`src/rtl/uart_pkg.sv`:
```
// Shared UART definitions: state encoding and the oversampling ratio used by TX, RX and the baud generator.
package uart_pkg;

  typedef enum logic [1:0] {
    IDLE  = 2'b00,
    START = 2'b01,
    DATA  = 2'b10,
    STOP  = 2'b11
  } tx_state_e;

  localparam int NUM_TICKS         = 16;
  localparam int DEFAULT_DATA_BITS = 8;

endpackage

```
`src/rtl/uart_tx_controller.sv`:
```
// UART transmit sequencer: serialises start, DATA_BITS data bits (LSB first) and a stop bit
// using the 16x baud tick. Outputs decode only from registers.
//
// state | meaning
// IDLE  | line high, ready for a byte
// START | line low for NUM_TICKS ticks
// DATA  | line = shift[0], one bit per NUM_TICKS ticks
// STOP  | line high for STOP_TICKS ticks, then done pulse
module uart_tx_controller #(
  parameter int DATA_BITS  = uart_pkg::DEFAULT_DATA_BITS,
  parameter int NUM_TICKS  = uart_pkg::NUM_TICKS,
  parameter int STOP_TICKS = 16
) (
  input  logic                 i_clock,
  input  logic                 i_reset,
  input  logic                 i_tick,
  input  logic                 i_valid,
  input  logic [DATA_BITS-1:0] i_data,
  output logic                 o_ready,
  output logic                 o_tx,
  output logic                 o_tx_done
);
  import uart_pkg::*;

  localparam int MAX_TICKS = (NUM_TICKS > STOP_TICKS) ? NUM_TICKS : STOP_TICKS;
  localparam int TW        = (MAX_TICKS > 1) ? $clog2(MAX_TICKS) : 1;
  localparam int BW        = (DATA_BITS > 1) ? $clog2(DATA_BITS) : 1;

  localparam logic [TW-1:0] NT_LAST  = TW'(NUM_TICKS - 1);
  localparam logic [TW-1:0] ST_LAST  = TW'(STOP_TICKS - 1);
  localparam logic [BW-1:0] BIT_LAST = BW'(DATA_BITS - 1);

  tx_state_e            state, state_nxt;
  logic [TW-1:0]        tick_cnt, tick_nxt;
  logic [BW-1:0]        bit_cnt, bit_nxt;
  logic [DATA_BITS-1:0] shift, shift_nxt;
  logic                 done, done_nxt;
  logic                 accept;

  // Ready is held off during the done cycle so a new byte lands the cycle after it.
  assign o_ready   = (state == IDLE) && !done;
  assign accept    = o_ready && i_valid;
  assign o_tx_done = done;

  always_ff @(posedge i_clock or posedge i_reset) begin
    if (i_reset) begin
      state    <= IDLE;
      tick_cnt <= '0;
      bit_cnt  <= '0;
      shift    <= '0;
      done     <= 1'b0;
    end else begin
      state    <= state_nxt;
      tick_cnt <= tick_nxt;
      bit_cnt  <= bit_nxt;
      shift    <= shift_nxt;
      done     <= done_nxt;
    end
  end

  always_comb begin
    state_nxt = state;
    tick_nxt  = tick_cnt;
    bit_nxt   = bit_cnt;
    shift_nxt = shift;
    done_nxt  = 1'b0;
    case (state)
      IDLE: begin
        if (accept) begin
          shift_nxt = i_data;
          tick_nxt  = '0;
          state_nxt = START;
        end
      end
      START: begin
        if (i_tick) begin
          if (tick_cnt == NT_LAST) begin
            tick_nxt  = '0;
            bit_nxt   = '0;
            state_nxt = DATA;
          end else begin
            tick_nxt = tick_cnt + 1'b1;
          end
        end
      end
      DATA: begin
        if (i_tick) begin
          if (tick_cnt == NT_LAST) begin
            tick_nxt  = '0;
            shift_nxt = shift >> 1;
            if (bit_cnt == BIT_LAST) begin
              state_nxt = STOP;
            end else begin
              bit_nxt = bit_cnt + 1'b1;
            end
          end else begin
            tick_nxt = tick_cnt + 1'b1;
          end
        end
      end
      STOP: begin
        if (i_tick) begin
          if (tick_cnt == ST_LAST) begin
            tick_nxt  = '0;
            state_nxt = IDLE;
            done_nxt  = 1'b1;
          end else begin
            tick_nxt = tick_cnt + 1'b1;
          end
        end
      end
      default: state_nxt = IDLE;
    endcase
  end

  always_comb begin
    o_tx = 1'b1;
    case (state)
      START:   o_tx = 1'b0;
      DATA:    o_tx = shift[0];
      default: o_tx = 1'b1;
    endcase
  end

endmodule

```
`config.mk`:
```
export PLATFORM = sky130hd
export DESIGN_NAME = uart_tx_controller
export DESIGN_NICKNAME = d
export VERILOG_FILES = /design/src/rtl/uart_pkg.sv /design/src/rtl/uart_tx_controller.sv
export SDC_FILE = /design/constraint.sdc
export NUM_CORES = 1
export LEC_CHECK = 0
export ABC_AREA = 1
export BUFFER_PORTS_ARGS = -buffer_cell sky130_fd_sc_hd__buf_2
export CAP_MARGIN = 20
export CORE_MARGIN = 2
export CORE_UTILIZATION = 45
export CTS_BUF_LIST = sky130_fd_sc_hd__clkbuf_16
export DETAILED_ROUTE_END_ITERATION = 6
export PLACE_DENSITY_LB_ADDON = 0.2
export SLEW_MARGIN = 20
export SYNTH_ARGS = -nofsm -noshare
export SYNTH_HDL_FRONTEND = slang
export SYNTH_SLANG_ARGS = --single-unit
```
`constraint.sdc`:
```
create_clock -name i_clock -period 4.1 [get_ports i_clock]
set_clock_uncertainty 0.2 [all_clocks]
set_input_delay 0 -clock i_clock [delete_from_list [all_inputs] [get_ports i_clock]]
set_output_delay 0 -clock i_clock [all_outputs]
set_load 0.01 [all_outputs]
```
==> results.py <==
metrics = {
    "status": {
        "outcome": "completed",
    },
    "floorplanning": {
        "die_w_um": 54.03,
        "start_util": 0.4630,
        "core_um2": 2432,
        "die-area_um2": 2919,
        "dieHeight_um": 54.03,
        "rows": 18,
        "io_pins": 15,
    },
    "routing": {
        "ant_nets": 0,
        "wl_per_cell_um": 10.52,
        "vias": 938,
        "drt_first_pass_iters": 4,
        "routed_wl_um": 2157,
        "vias_per_cell": 4.576,
        "drc_errors": 0,
        "drtIter0Drc": 5,
    },
    "setup_path": {
        "cpLargestDelayFamily": "simple AND/OR/NAND/NOR gates",
        "critPathCaptureType": "register",
        "r2r_slack_ns": 2.07,
        "worstRegToRegCells": 9,
        "cp_common_cell": "inv_2",
        "critPathBufInv": 3,
        "max_stage_delay_ns": 0.39,
        "crit_fanout": 17,
        "critPathLaunchType": "register",
        "crit_chain": "inv_1, ha_1, inv_2, nor2_1, inv_2, nand2_2, nor2_8, nand2_1, o21ai_1",
        "arrival_ns": 2.00,
        "cp_slowest_cell": "dfrtp_1",
        "r2r-start": "state[0]",
        "crit_type": "register to register",
        "r2r_end": "shift[4]",
        "critPathRequiredTime_ns": 4.07,
    },
    "finish": {
        "nets": 196,
        "syn_to_final_growth_pct": 23.33,
        "seq_area_um2": 450.4,
        "drive_above_1_share": 0.1714,
        "antenna_cells": 0,
        "fillers": 226,
        "multi_input_area_um2": 558.0,
    },
    "place": {
        "portBuffers": 14,
        "dp_hpwl_um": 1596,
        "pre_cts_ws_ns": 2.083,
        "place.gp.congestion": 0.8356,
    },
    "synth": {
        "syn_nets": 170,
        "synthMuxAreaShare": 0,
        "synth_cells": 150,
        "synth_xor_area_frac": 0.007778,
        "yosysWarnings": 0,
        "synth-compound-area-share": 0.1089,
        "synth_fa_ha_area_frac": 0.08889,
        "synth_cell_types": 19,
        "synth_top_family_by_area": "simple AND/OR/NAND/NOR gates",
        "synth_area_per_cell_um2": 7.507,
        "synth_seq_area_share": 0.4000,
        "synth_simple_gate_area_frac": 0.2900,
        "ys_ff_latch": 18,
        "synth_area_um2": 1126,
    },
    "clock_tree": {
        "cts_tree": "yes",
        "clock_path_buffers": 2,
        "cts-resized-gates": 0,
        "clk_pin_slew_ns": 0.05,
        "cts_buffers": 3,
        "cts_num_sinks": 18,
        "clock_latency_ns": 0.25,
        "htree_levels": 1,
        "cts_root_buffer": "clkbuf_16",
    },
    "grt": {
        "track_usage": 0.1837,
        "grt_pass1_wl_um": 3843,
        "antenna_found_initial": 0,
        "overflow": 0,
        "grt_pass1_vias": 920,
        "grt_max_degree": 19,
    },
    "worst_hold_path": {
        "hp-start": "i_valid",
        "min_path_type": "input port to register",
        "hold_end": "tick_cnt[0]",
        "whs_path_depth": 6,
    },
    "timing": {
        "max_slew_margin": 0.5349,
        "finalSetupTns_ns": 0,
        "min_period_over_period": 0.4952,
        "min_period_ns": 2.030,
        "max_freq_mhz": 492.6,
        "worstMarginPinSlew_ns": 0.6969,
        "setup-violations-final": 0,
        "final_hold_viol_count": 0,
        "rsz0062_at_grt": "false",
        "setup_ws_ns": 2.070,
        "finalMaxSlewViolations": 0,
    },
    "run": {
        "maxCapViolCount": 0,
    },
    "pwr": {
        "power.leakage_nw": 0.7482,
        "ir_worst_vdd_v": 0.0003129,
        "power_density_nw_per_um2": 673.2,
    },
}
==> worst min-delay path, delay by kind of cell <==
| kind | cells | cell delay, ns |
|---|---|---|
| compound gates | 1 | 0.17 |
| buf+inv | 1 | 0.08 |
| simple gates | 4 | 0.29 |
==> layer usage <==
layer,routed length [um],up-vias,global-route usage
met2,1052,7,0.2988
met3,51,2,0.05278
met1,1034,418,0.2328
li1,-,511,-
met5,0,-,0
met4,18,0,0.06250
==> placed cells by master, fill, tap and decap left out <==
cell / synthesis / final
inv_2: 2 / 2
dlygate4sd3_1: 0 / 10
nand3_1: 8 / 8
inv_1: 23 / 23
nor2_8: 1 / 1
clkbuf_16: 0 / 3
nor2_1: 6 / 6
ha_1: 8 / 8
o21ai_2: 2 / 2
o21ai_1: 10 / 10
nand2_2: 6 / 6
xnor2_1: 1 / 1
nand2_1: 48 / 48
o21ai_0: 11 / 11
clkinv_1: 0 / 1
nand3_2: 1 / 1
nor3_1: 1 / 1
nand2_4: 1 / 1
buf_2: 1 / 14
dfrtp_1: 18 / 18
==> where the power goes <==
group | total [mW] | internal, mW | switching [mW]
clock network | 0.195 | 0.130 | 0.0651
registers | 0.278 | 0.242 | 0.0358
logic | 0.462 | 0.164 | 0.298
total | 0.935 | 0.536 | 0.399
==> worst max path at each step <==
stage,startpoint,to,cells after the start
final,state[0],shift[4],9
after global routing,state[0],state[0],10
after CTS,state[0],shift[4],9
after detailed placement,state[0],shift[6],9
after global placement,state[0],shift[1],9
after floorplan,state[0],shift[6],10
==> through the flow <==
stage                     instances  instance area, um^2  utilization  total power [mW]  hold WS, ns
after detailed placement        191                 1210       0.4974            0.7395     -0.04952
after CTS                       205                 1389       0.5710            0.9467       0.1385
after global routing            205                 1389       0.5710             1.045       0.2146
final                           205                 1389       0.5710            0.9350       0.1270
after floorplan                 150                 1126            -            0.6709      -0.2614
after global placement          191                 1210       0.4974            0.7285     -0.05541
==> cell usage after synthesis <==
library cell	n	area, um^2
nand2_1	48	180.2
inv_1	23	86.33
dfrtp_1	18	450.4
o21ai_0	11	55.05
o21ai_1	10	50.05
ha_1	8	100.1
nand3_1	8	40.04
nand2_2	6	37.54
nor2_1	6	22.52
inv_2	2	7.510
o21ai_2	2	17.52
buf_2	1	5.000
buf_8	1	15.01
clkbuf_1	1	3.750
nand2_4	1	11.26
nand3_2	1	10.01
nor2_8	1	20.02
nor3_1	1	5.000
xnor2_1	1	8.760
==> layout make-up <==
| type | count | area share |
|---|---|---|
| Tap cell | 30 | 0.02703 |
| Timing Repair Buffer | 24 | 0.1225 |
| Clock buffer | 3 | 0.05405 |
| Sequential cell | 18 | 0.3243 |
| Clock inverter | 1 | 0.002703 |
| Inverter | 25 | 0.06757 |
| Multi-Input combinational cell | 104 | 0.4018 |
==> timing repair <==
action,CTS,global route
endpoints found under the hold margin,29,0
hold buffers,10,0
setup buffers,0,0
==> sequential cells by signal, indices dropped and copies added (netlist names) <==
register and cells:
bit_cnt 3, tick_cnt 4, shift 8, o_tx_done 1
state 2
==> kinds of logic (layout without fill, tap and decap cells) <==
group	Yosys count	after routing
AND/OR/NAND/NOR	72	72
buffers and inverters	28	53
AO/OA/AOI/OAI	23	23
flip-flops	18	18
adder cells (fa/ha/maj)	8	8
XOR/XNOR	1	1
(Power assumes the default switching activity.)
